===== config.mk =====
export PLATFORM = sky130hd
export DESIGN_NAME = uart_rx_err_monitor
export DESIGN_NICKNAME = d
export VERILOG_FILES = /design/src/rtl/uart_pkg.sv /design/src/rtl/uart_sat_counter.sv /design/src/rtl/uart_rx_err_monitor.sv
export SDC_FILE = /design/constraint.sdc
export NUM_CORES = 1
export LEC_CHECK = 0
export CORE_UTILIZATION = 48
export DETAILED_ROUTE_END_ITERATION = 6
export GPL_ROUTABILITY_DRIVEN = 0
export PLACE_DENSITY = 0.85
export SYNTH_ARGS = -nofsm -noshare
export SYNTH_HDL_FRONTEND = slang
export SYNTH_HIERARCHICAL = 1
export SYNTH_SLANG_ARGS = --single-unit

===== constraint.sdc =====
create_clock -name clk -period 2.4 [get_ports clk]
set_input_delay 0.36 -clock clk [delete_from_list [all_inputs] [get_ports clk]]
set_output_delay 0.36 -clock clk [all_outputs]
set_load 0.1 [all_outputs]

===== src/rtl/uart_pkg.sv =====
// Shared constants and types for the UART RX error monitor.
package uart_pkg;

    // Sticky-status / interrupt-enable bit positions
    localparam int unsigned IDX_OE    = 0;
    localparam int unsigned IDX_BE    = 1;
    localparam int unsigned IDX_FE    = 2;
    localparam int unsigned IDX_BURST = 3;
    localparam int unsigned N_STATUS  = 4;

    // Burst detector states
    typedef enum logic [1:0] {
        IDLE   = 2'd0,
        RUN    = 2'd1,
        LOCKED = 2'd2
    } burst_state_e;

    // FIFO word field offsets, relative to the data width
    function automatic int unsigned oe_bit(input int unsigned data_w);
        return data_w + 1;
    endfunction

    function automatic int unsigned be_bit(input int unsigned data_w);
        return data_w + 2;
    endfunction

    function automatic int unsigned fe_bit(input int unsigned data_w);
        return data_w + 3;
    endfunction

endpackage


===== src/rtl/uart_sat_counter.sv =====
// Saturating up-counter with synchronous clear; clear plus increment loads 1.
module uart_sat_counter #(
    parameter int unsigned COUNT_W = 8
) (
    input  logic               clk,
    input  logic               rst,
    input  logic               inc,
    input  logic               clr,
    output logic [COUNT_W-1:0] count
);

    localparam logic [COUNT_W-1:0] CNT_MAX = '1;

    // Count register: clear dominates increment, increment stops at all-ones
    always_ff @(posedge clk) begin
        if (rst) begin
            count <= '0;
        end else if (clr) begin
            count <= inc ? COUNT_W'(1) : '0;
        end else if (inc && (count != CNT_MAX)) begin
            count <= count + COUNT_W'(1);
        end
    end

endmodule


===== src/rtl/uart_rx_err_monitor.sv =====
// Error monitor between the UART RX FIFO read port and the APB status/IRQ logic.
module uart_rx_err_monitor
    import uart_pkg::*;
#(
    parameter int unsigned DATA_W    = 8,
    parameter int unsigned COUNT_W   = 8,
    parameter int unsigned BURST_LEN = 4
) (
    input  logic               clk,
    input  logic               rst,
    input  logic               frame_valid,
    input  logic [DATA_W+3:0]  frame_in,
    input  logic [3:0]         err_en,
    input  logic               clr_valid,
    input  logic [3:0]         clr_mask,
    output logic               data_valid,
    output logic [DATA_W-1:0]  data_out,
    output logic               parity_out,
    output logic               OE,
    output logic               BE,
    output logic               FE,
    output logic               PUARTERR,
    output logic [3:0]         sticky,
    output logic [COUNT_W-1:0] oe_cnt,
    output logic [COUNT_W-1:0] be_cnt,
    output logic [COUNT_W-1:0] fe_cnt,
    output logic               irq
);

    localparam int unsigned OE_BIT = oe_bit(DATA_W);
    localparam int unsigned BE_BIT = be_bit(DATA_W);
    localparam int unsigned FE_BIT = fe_bit(DATA_W);
    localparam int unsigned RUN_W  = 8;
    localparam logic [RUN_W-1:0] BURST_LEN_C = RUN_W'(BURST_LEN);

    logic                 frm_oe_c;
    logic                 frm_be_c;
    logic                 frm_fe_c;
    logic                 frm_err_c;
    burst_state_e         state_q;
    burst_state_e         state_d;
    logic [RUN_W-1:0]     run_q;
    logic [RUN_W-1:0]     run_d;
    logic                 burst_set_c;
    logic [N_STATUS-1:0]  sticky_set_c;
    logic [N_STATUS-1:0]  sticky_clr_c;

    // Field extraction from the popped FIFO word
    always_comb begin
        frm_oe_c  = frame_in[OE_BIT];
        frm_be_c  = frame_in[BE_BIT];
        frm_fe_c  = frame_in[FE_BIT];
        frm_err_c = frm_oe_c | frm_be_c | frm_fe_c;
    end

    // One-cycle output pipeline; data and parity hold across idle cycles
    always_ff @(posedge clk) begin
        if (rst) begin
            data_valid <= 1'b0;
            data_out   <= '0;
            parity_out <= 1'b0;
            OE         <= 1'b0;
            BE         <= 1'b0;
            FE         <= 1'b0;
            PUARTERR   <= 1'b0;
        end else begin
            data_valid <= frame_valid;
            OE         <= frame_valid & frm_oe_c;
            BE         <= frame_valid & frm_be_c;
            FE         <= frame_valid & frm_fe_c;
            PUARTERR   <= frame_valid & frm_err_c;
            if (frame_valid) begin
                data_out   <= frame_in[DATA_W-1:0];
                parity_out <= frame_in[DATA_W];
            end
        end
    end

    // Burst detector state and run-length register
    always_ff @(posedge clk) begin
        if (rst) begin
            state_q <= IDLE;
            run_q   <= '0;
        end else begin
            state_q <= state_d;
            run_q   <= run_d;
        end
    end

    // Burst detector next state: flags once per run, re-arms on a clean frame
    always_comb begin
        state_d     = state_q;
        run_d       = run_q;
        burst_set_c = 1'b0;
        if (frame_valid) begin
            case (state_q)
                IDLE: begin
                    if (frm_err_c) begin
                        run_d   = RUN_W'(1);
                        state_d = RUN;
                    end
                end
                RUN: begin
                    if (frm_err_c) begin
                        run_d = run_q + RUN_W'(1);
                        if ((run_q + RUN_W'(1)) == BURST_LEN_C) begin
                            burst_set_c = 1'b1;
                            state_d     = LOCKED;
                        end
                    end else begin
                        run_d   = '0;
                        state_d = IDLE;
                    end
                end
                LOCKED: begin
                    if (!frm_err_c) begin
                        run_d   = '0;
                        state_d = IDLE;
                    end
                end
                default: begin
                    run_d   = '0;
                    state_d = IDLE;
                end
            endcase
        end
    end

    // Sticky set/clear vectors in status bit order
    always_comb begin
        sticky_set_c            = '0;
        sticky_set_c[IDX_OE]    = frame_valid & frm_oe_c;
        sticky_set_c[IDX_BE]    = frame_valid & frm_be_c;
        sticky_set_c[IDX_FE]    = frame_valid & frm_fe_c;
        sticky_set_c[IDX_BURST] = burst_set_c;
        sticky_clr_c            = clr_valid ? clr_mask : '0;
    end

    // Sticky status (set wins over clear) and level interrupt from the registered sticky
    always_ff @(posedge clk) begin
        if (rst) begin
            sticky <= '0;
            irq    <= 1'b0;
        end else begin
            sticky <= (sticky & ~sticky_clr_c) | sticky_set_c;
            irq    <= |(sticky & err_en);
        end
    end

    uart_sat_counter #(.COUNT_W(COUNT_W)) u_oe_cnt (
        .clk   (clk),
        .rst   (rst),
        .inc   (sticky_set_c[IDX_OE]),
        .clr   (sticky_clr_c[IDX_OE]),
        .count (oe_cnt)
    );

    uart_sat_counter #(.COUNT_W(COUNT_W)) u_be_cnt (
        .clk   (clk),
        .rst   (rst),
        .inc   (sticky_set_c[IDX_BE]),
        .clr   (sticky_clr_c[IDX_BE]),
        .count (be_cnt)
    );

    uart_sat_counter #(.COUNT_W(COUNT_W)) u_fe_cnt (
        .clk   (clk),
        .rst   (rst),
        .inc   (sticky_set_c[IDX_FE]),
        .clr   (sticky_clr_c[IDX_FE]),
        .count (fe_cnt)
    );

endmodule

==> results.yml, run 1 <==
run_status:
  status: "finished clean"
cts:
  clkLatencyLatePin_ns: 0.30
  cts_buffers: 5
  cts.repair.resized: 0
  cts_hold_buffers: 0
  cts_sinks: 53
  cts_tree: "yes"
  postCtsSetupBuffers: 0
  clockBufferDepth: 2
  cts_max_level: 2
  clkTransAtPathRegs_ns: 0.09
  cts-root-buf: "clkbuf_8"
detailed_routing:
  wirelength_met1_mm: 2.63
  wl_met2_mm: 3.00
  wl_per_cell_um: 13.9
  drt.antenna.violating_nets: 0
  dr.pass1.iters: 4
  wirelength_mm: 6.00
  routed.top_layer: "met4"
  drt_iter0_markers: 102
  post_drt_via_cell_ratio: 5.66
  vias: 2443
  route.met3.wl_um: 331
  drc: 0
timing:
  max_freq_mhz: 524
  rsz0062_at_grt: "no"
  min_period_ns: 1.91
  fin_crit_sh: 0.795
  relSlewSlack: 0.634
  fin_skew_ns: 0.00294
  slew_viol_final: 0
  tns_ns: 0
  hold_slack_ns: 0.510
  hold_viol_final: 0
  tightest_slew_ns: 0.543
  setup_viol: 0
final_layout:
  fin_nets: 389
  layout-drive-gt1-share: 0.191
  diodes: 0
  fillCellCount: 477
  regArea_um2: 1060
  final_area_um2: 3260
  multi_input_area_um2: 1370
  syn_to_final_growth_pct: 28.0
floorplan:
  die_h_um: 74.8
  pin_count: 67
  core_area_um2: 5110
  die_area_um2: 5600
  fp-row-count: 26
  die_w_um: 74.8
  start_util: 0.498
worst_setup_path:
  reg2reg_depth: 5
  arrival_ns: 2.10
  crit_slowest_cell: "dfxtp_1"
  required_ns: 2.59
  start_kind: "flip-flop"
  ff2ff_setup_slack_ns: 0.49
  r2r-end: "state_q[0]"
  path_cells: "ha_1 > or4b_1 > nor4_1 > a21bo_2 > a21oi_1"
  r2r-start: "run_q[0]"
  cp_max_fo: 6
  cp-endpoint: "state_q[0]"
  worstSetupStartpoint: "run_q[0]"
  cp_slowest_stage_delay_ns: 0.43
  crit_type: "reg2reg"
  endpoint_kind: "flip-flop"
worst_hold_path:
  hold_path.class: "reg2reg"
pwr:
  cellLeakagePower_nw: 1.34
  p_per_area_nw_per_um2: 544
  max-vdd-ir-drop_mv: 0.391
yosys:
  ys.flop_type: "dfxtp_1"
  synth_seq_cells: 53
  synth_top_area_cell: "dfxtp_1"
  synth.area.top_cells: "dfxtp_1 42%, mux2i_1 7.5%, a21oi_1 4.1%"
  synthTopCellsByCount: "53 x dfxtp_1, 23 x nand2_1, 23 x nor2_1"
  synth_edf_count: 0
  synth_cells: 291
  netlist.area_leader.share: 0.417
  syn-num-nets: 319
  yosysMostFrequentCell: "dfxtp_1"
  synthesis.area_um2: 2540
  syn_avg_cell_area_um2: 8.75
  yosysWarnings: 6
  async_reset_ff_frac: 0
  ys_types: 42
  ys_seq_area_frac: 0.417
global_route:
  grt-ovfl-total: 0
  antenna_found_initial: 0
  globalRouteTotalUtil: 0.218
  grt_pass1_vias: 2056
  grt_max_degree: 21
  grt_pass1_wl_mm: 9.42
placed_design:
  port_buffers: 66
  place_area_um2: 3180
  hpwlAfterDp_mm: 4.47
flow_run:
  max_cap_viol_count: 0
layer usage:
metal | global-route usage | vias up
li1 | - | 1221
met1 | 0.275 | 1150
met4 | 0.0629 | 0
met3 | 0.0509 | 4
met2 | 0.372 | 68
met5 | 0 | -
critical path: cells and delay by family, from the launching register on:
kind	cells	cell delay, ns
simple gates	2	0.86
fa+ha+maj	1	0.24
compound gates	2	0.27
flops	1	0.43
final cells by class:
type,count,area share
Inverter,18,0.0207
Sequential cell,53,0.326
Tap cell,70,0.0269
Clock buffer,8,0.0246
Timing Repair Buffer,71,0.181
Multi-Input combinational cell,212,0.421
layout by cell type (no fill, tap or decap), types with 4 or more instances in the layout:
cell type / n
nor2b_1: 4
and4_1: 6
nand4_1: 11
buf_4: 48
nor4_1: 4
o21ai_0: 13
nand2_1: 23
clkbuf_8: 5
clkdlybuf4s50_1: 23
ha_1: 4
mux2i_1: 19
and3_1: 7
dfxtp_1: 53
a31o_2: 6
nor2_1: 23
nand3_1: 10
inv_1: 18
a31oi_1: 14
a21oi_1: 21
and2_1: 6
state kept, by name, summed over array words and instances (netlist names):
signal / count
BE: 1
FE: 1
OE: 1
PUARTERR: 1
data_out: 8
data_valid: 1
irq: 1
parity_out: 1
run_q: 8
state_q: 2
sticky: 4
u_be_cnt/count: 8
u_fe_cnt/count: 8
u_oe_cnt/count: 8
through the flow:
stage | instances | worst slack, ns | power [W] | util
finish | 432 | 0.493 | 0.00177 | 0.638
global route | 432 | 0.399 | 0.00184 | 0.638
CTS | 432 | 0.504 | 0.00179 | 0.638
detailed placement | 424 | 0.207 | 0.00131 | 0.622
global placement | 424 | 0.269 | 0.00130 | 0.622
floorplan | 291 | 0.398 | 0.00120 | -
report_power, final:
part	total (W)	internal (W)	leakage, nW	switching [W]
Sequential	0.000927	0.000905	0.432	0.0000225
Combinational	0.000362	0.000111	0.872	0.000250
Clock	0.000484	0.000208	0.0395	0.000276
Total	0.00177	0.00122	1.34	0.000549
kinds of logic (layout without fill, tap and decap cells):
group                    after synthesis  after routing  share of synthesized area
adder cells (fa/ha/maj)                4              4                     0.0197
XOR/XNOR                               1              1                    0.00344
AND/OR/NAND/NOR                      112            112                      0.240
multiplexers                          21             21                     0.0851
buffers and inverters                 26             97                     0.0447
flip-flops                            53             53                      0.417
AO/OA/AOI/OAI                         74             74                      0.190
worst min-delay path by stage:
stage / startpoint / slack [ns] / end / cells after the start
detailed placement: run_q[7] / 0.48 / run_q[7] / 1
floorplan: rst / 0.43 / u_be_cnt/count[0] / 1
global placement: run_q[7] / 0.47 / run_q[7] / 1
global route: data_out[1] / 0.53 / data_out[1] / 2
CTS: run_q[7] / 0.50 / run_q[7] / 1
finish: run_q[7] / 0.51 / run_q[7] / 1
(Power assumes the default switching activity.)
==> run 2: changes to the inputs <==
==> constraint.sdc (replaced) <==
create_clock -name clk -period 1.9 [get_ports clk]
set_input_delay 0.285 -clock clk [delete_from_list [all_inputs] [get_ports clk]]
set_output_delay 0.285 -clock clk [all_outputs]
set_load 0.1 [all_outputs]
==> run 2 against run 1 <==
Effect of this change: sequential power up 26%; sequential share of layout area down 1.3 points; flip-flop and latch count unchanged; worst setup slack worse by 0.36 ns; clock skew up 0.0056 ns; global-route usage up 0.81 points; critical path depth unchanged; critical endpoint is now run_q[4]; largest cell class unchanged.
==> results.yml, run 2 (same netlist as run 1, synthesis figures left out) <==
cts:
  cts_sinks: 53
  cts.repair.resized: 0
  cts_max_level: 2
  cts_buffers: 5
  clkLatencyLatePin_ns: 0.31
  cts-root-buf: "clkbuf_8"
  clkTransAtPathRegs_ns: 0.09
  cts_tree: "yes"
  cts_hold_buffers: 0
  postCtsSetupBuffers: 0
  clockBufferDepth: 2
timing:
  hold_slack_ns: 0.493
  tightest_slew_ns: 0.485
  rsz0062_at_grt: "no"
  slew_viol_final: 0
  fin_skew_ns: 0.00852
  hold_viol_final: 0
  min_period_ns: 1.77
  fin_crit_sh: 0.929
  tns_ns: 0
  max_freq_mhz: 566
  relSlewSlack: 0.675
  setup_viol: 0
detailed_routing:
  wirelength_mm: 6.25
  wl_per_cell_um: 13.8
  post_drt_via_cell_ratio: 5.63
  vias: 2541
  dr.pass1.iters: 5
  drc: 0
  drt_iter0_markers: 80
  drt.antenna.violating_nets: 0
global_route:
  globalRouteTotalUtil: 0.226
  grt-ovfl-total: 0
  grt_pass1_vias: 2255
  grt_max_degree: 15
  grt_pass1_wl_mm: 9.80
  antenna_found_initial: 0
final_layout:
  layout-drive-gt1-share: 0.262
  final_cell_count_no_fill: 451
  final_cell_mix: "65 x buf_4, 41 x dfxtp_1, 23 x nand2_1, 23 x nor2_1, 23 x clkdlybuf4s50_1"
  fin_nets: 408
  diodes: 0
  final_area_um2: 3440
  syn_to_final_growth_pct: 35.2
  fillCellCount: 442
  final_common_cell: "buf_4"
floorplan:
  core_area_um2: 5110
  die_area_um2: 5600
  pin_count: 67
  die_w_um: 74.8
  start_util: 0.498
  die_h_um: 74.8
  fp-row-count: 26
flow_run:
  max_cap_viol_count: 0
worst_setup_path:
  crit_type: "in2reg"
  cp.buffers_inverters: 1
  path_delay_family: "simple AND/OR/NAND/NOR gates"
  required_ns: 2.14
  cp_slowest_stage_delay_ns: 0.50
  endpoint_kind: "flip-flop"
  start_kind: "input port"
  path_cells: "clkdlybuf4s50_1 > nor3_2 > mux2_4 > or4_1 > a21oi_1"
  cp_max_fo: 4
  arrival_ns: 2.01
  crit_slowest_cell: "or4_1"
pwr:
  p_int_w: 0.00157
  total_power_w: 0.00227
  p_sw_frac: 0.310
  p_per_area_nw_per_um2: 660
  p_clk_frac: 0.271
  p_seq_frac: 0.516
  cellLeakagePower_nw: 1.45
  max-vdd-ir-drop_mv: 0.418
  p_sw_w: 0.000703
  power_frac_comb: 0.213
worst_hold_path:
  hold_path.class: "reg2reg"
placed_design:
  place_area_um2: 3360
  hpwlAfterDp_mm: 4.67
  port_buffers: 66
  dp.cells: 443
run_status:
  status: "finished clean"
[run 2: cell types whose count changed in the layout (fill, tap and decap cells not counted), sizes merged]
cell / delta
buf: +19
[run 2: power groups by stage]
stage	Sequential (W)	Clock, W	Combinational [W]
after floorplan	0.00140	0	0.000121
after CTS	0.00117	0.000626	0.000484
final	0.00117	0.000615	0.000483
after detailed placement	0.00120	0	0.000484
after global placement	0.00120	0	0.000476
after global routing	0.00118	0.000653	0.000509
[run 2: metal layers]
layer	wire, µm	vias to the layer above	GRT usage
met5	0	-	0
met4	48	0	0.0650
met3	323	6	0.0442
met2	3080	77	0.400
met1	2790	1192	0.279
li1	-	1266	-
[run 2: path summary, 6_finish.rpt]
check        cells past startpoint  slack [ns]    endpoint         start
min                              1        0.49    run_q[7]      run_q[7]
max reg2reg                      6        0.25  state_q[0]      run_q[1]
max                              5        0.13    run_q[4]  frame_in[10]
min reg2reg                      1        0.49    run_q[7]      run_q[7]
[run 2: final cells by class]
type / count / area (µm²) / share of cell area
Multi-Input combinational cell: 212 / 1370 / 0.398
Sequential cell: 53 / 1080 / 0.313
Timing Repair Buffer: 90 / 758 / 0.220
Tap cell: 70 / 87.6 / 0.0255
Clock buffer: 8 / 80.1 / 0.0233
Inverter: 18 / 67.6 / 0.0196
[run 2: worst reg2reg max path, cell delays in order (launching register included)]
cell,delay (ns)
dfxtp_1,0.40
ha_1,0.19
or4b_1,0.43
nor4_1,0.20
buf_4,0.17
a21bo_2,0.12
a21oi_1,0.05
[run 2: through the flow]
| stage | utilization | setup slack, ns |
|---|---|---|
| 4_1_cts | 0.673 | 0.133 |
| 2_1_floorplan | - | 0.00855 |
| 6_report | 0.673 | 0.134 |
| 3_5_place_dp | 0.658 | -0.194 |
| 5_1_grt | 0.673 | 0.0263 |
| 3_3_place_gp | 0.658 | -0.160 |
==> run 3: changes to the inputs <==
--- a/config.mk
+++ b/config.mk
@@ -5,6 +5,7 @@
 export SDC_FILE = /design/constraint.sdc
 export NUM_CORES = 1
 export LEC_CHECK = 0
+export CORE_ASPECT_RATIO = 0.7
 export CORE_UTILIZATION = 48
 export DETAILED_ROUTE_END_ITERATION = 6
 export GPL_ROUTABILITY_DRIVEN = 0
==> run 3 against run 2 <==
Effect of this change: combinational power barely moved; first-iteration DRC count rose to 2.8 times the previous value; total power rose by 1.1%; critical path depth did not move; critical path type unchanged; highest routed layer unchanged.
==> results.yml, run 3 (same netlist as run 1, synthesis figures left out) <==
run_status:
  status: "finished clean"
floorplan:
  pin_count: 67
  fp-row-count: 21
  start_util: 0.515
  die_h_um: 62.9
  die_w_um: 89.0
  core_area_um2: 4940
  die_area_um2: 5600
worst_setup_path:
  endpoint_kind: "flip-flop"
  arrival_ns: 2.02
  r2r-start: "run_q[1]"
  crit_type: "in2reg"
  reg2reg_depth: 6
  ff2ff_setup_slack_ns: 0.22
  r2r-end: "state_q[1]"
  start_kind: "input port"
  required_ns: 2.14
  worstSetupStartpoint: "frame_in[9]"
  cp_max_fo: 5
detailed_routing:
  dr.pass1.iters: 7
  drc: 0
  post_drt_via_cell_ratio: 5.80
  drt_iter0_markers: 220
  wirelength_mm: 6.29
  drt.antenna.violating_nets: 0
  vias: 2603
  wl_per_cell_um: 14.0
cts:
  postCtsSetupBuffers: 0
  cts_tree: "yes"
  clkTransAtPathRegs_ns: 0.09
  cts_sinks: 53
  clkLatencyLatePin_ns: 0.31
  cts-root-buf: "clkbuf_8"
  clockBufferDepth: 2
  cts_max_level: 2
  cts.repair.resized: 0
  cts_buffers: 5
  cts_hold_buffers: 0
timing:
  setup_viol: 0
  hold_viol_final: 0
  fin_crit_sh: 0.938
  tightest_slew_ns: 0.529
  fin_skew_ns: 0.00957
  relSlewSlack: 0.646
  fin_ws_ns: 0.119
  min_period_ns: 1.78
  slew_viol_final: 0
  rsz0062_at_grt: "no"
  max_freq_mhz: 561
final_layout:
  layout-drive-gt1-share: 0.268
  fin_nets: 407
  final_common_cell: "buf_4"
  fillCellCount: 408
  multi_input_area_um2: 1370
  regArea_um2: 1080
  diodes: 0
  syn_to_final_growth_pct: 34.8
  final_cell_count_no_fill: 449
  final_cell_mix: "65 x buf_4, 41 x dfxtp_1, 23 x nand2_1, 23 x nor2_1, 23 x clkdlybuf4s50_1"
pwr:
  cellLeakagePower_nw: 1.44
  max-vdd-ir-drop_mv: 0.488
  p_per_area_nw_per_um2: 669
global_route:
  grt-ovfl-total: 0
  grt_pass1_wl_mm: 10.4
  globalRouteTotalUtil: 0.239
  antenna_found_initial: 0
  grt_pass1_vias: 2301
  grt_max_degree: 20
worst_hold_path:
  hold_end: "run_q[7]"
  hp-start: "run_q[7]"
  hold_path.class: "reg2reg"
  min_delay_path_depth: 1
placed_design:
  pre_cts_slack_ns: -0.162
  dp.cells: 441
  port_buffers: 66
  hpwlAfterDp_mm: 4.75
flow_run:
  max_cap_viol_count: 0
[run 3: cell count changes in the layout (fill, tap and decap cells not counted)]
cell,previous run,this run
clkinvlp_4,0,3
clkbuf_1,3,0
buf_12,2,1
[run 3: how the worst max path moves through the flow]
stage / slack [ns] / depth (start not counted) / end
after CTS: 0.15 / 5 / run_q[4]
after floorplan: 0.009 / 4 / u_be_cnt/count[5]
after detailed placement: -0.16 / 5 / run_q[4]
final: 0.12 / 5 / run_q[4]
after global placement: -0.15 / 5 / run_q[4]
after global routing: 0.06 / 7 / u_be_cnt/count[6]
[run 3: per-layer routing]
layer / GRT usage / wire length, µm / up-vias
met2: 0.368 / 2800 / 126
met5: 0 / 0 / -
li1: - / - / 1271
met1: 0.325 / 2890 / 1196
met4: 0.0734 / 78 / 0
met3: 0.0608 / 518 / 10
[run 3: layout make-up]
cell class | instances | area share
Clock buffer | 5 | 0.0201
Tap cell | 69 | 0.0252
Clock inverter | 3 | 0.00657
Timing Repair Buffer | 89 | 0.215
Sequential cell | 53 | 0.314
Inverter | 18 | 0.0197
Multi-Input combinational cell | 212 | 0.399
[run 3: through the flow]
| stage | util | power (W) | TNS (ns) | instance area [µm²] | hold WS [ns] |
|---|---|---|---|---|---|
| after floorplan | - | 0.00152 | 0 | 2560 | 0.347 |
| after detailed placement | 0.676 | 0.00168 | -1.25 | 3340 | 0.469 |
| after global routing | 0.694 | 0.00239 | 0 | 3430 | 0.523 |
| after global placement | 0.676 | 0.00167 | -0.991 | 3340 | 0.472 |
| final | 0.694 | 0.00230 | 0 | 3430 | 0.493 |
| after CTS | 0.694 | 0.00231 | 0 | 3430 | 0.487 |
[run 3: where the power goes]
group	internal [W]	switching, W	total [W]
clock network	0.000259	0.000381	0.000640
registers	0.00114	0.0000274	0.00117
logic	0.000158	0.000326	0.000484
total	0.00156	0.000734	0.00230
[run 3: critical path, cell delays in order]
cell and delay (ns):
clkdlybuf4s50_1 0.48, nor3_2 0.24, mux2_4 0.35, or4_1 0.51, a21oi_1 0.15
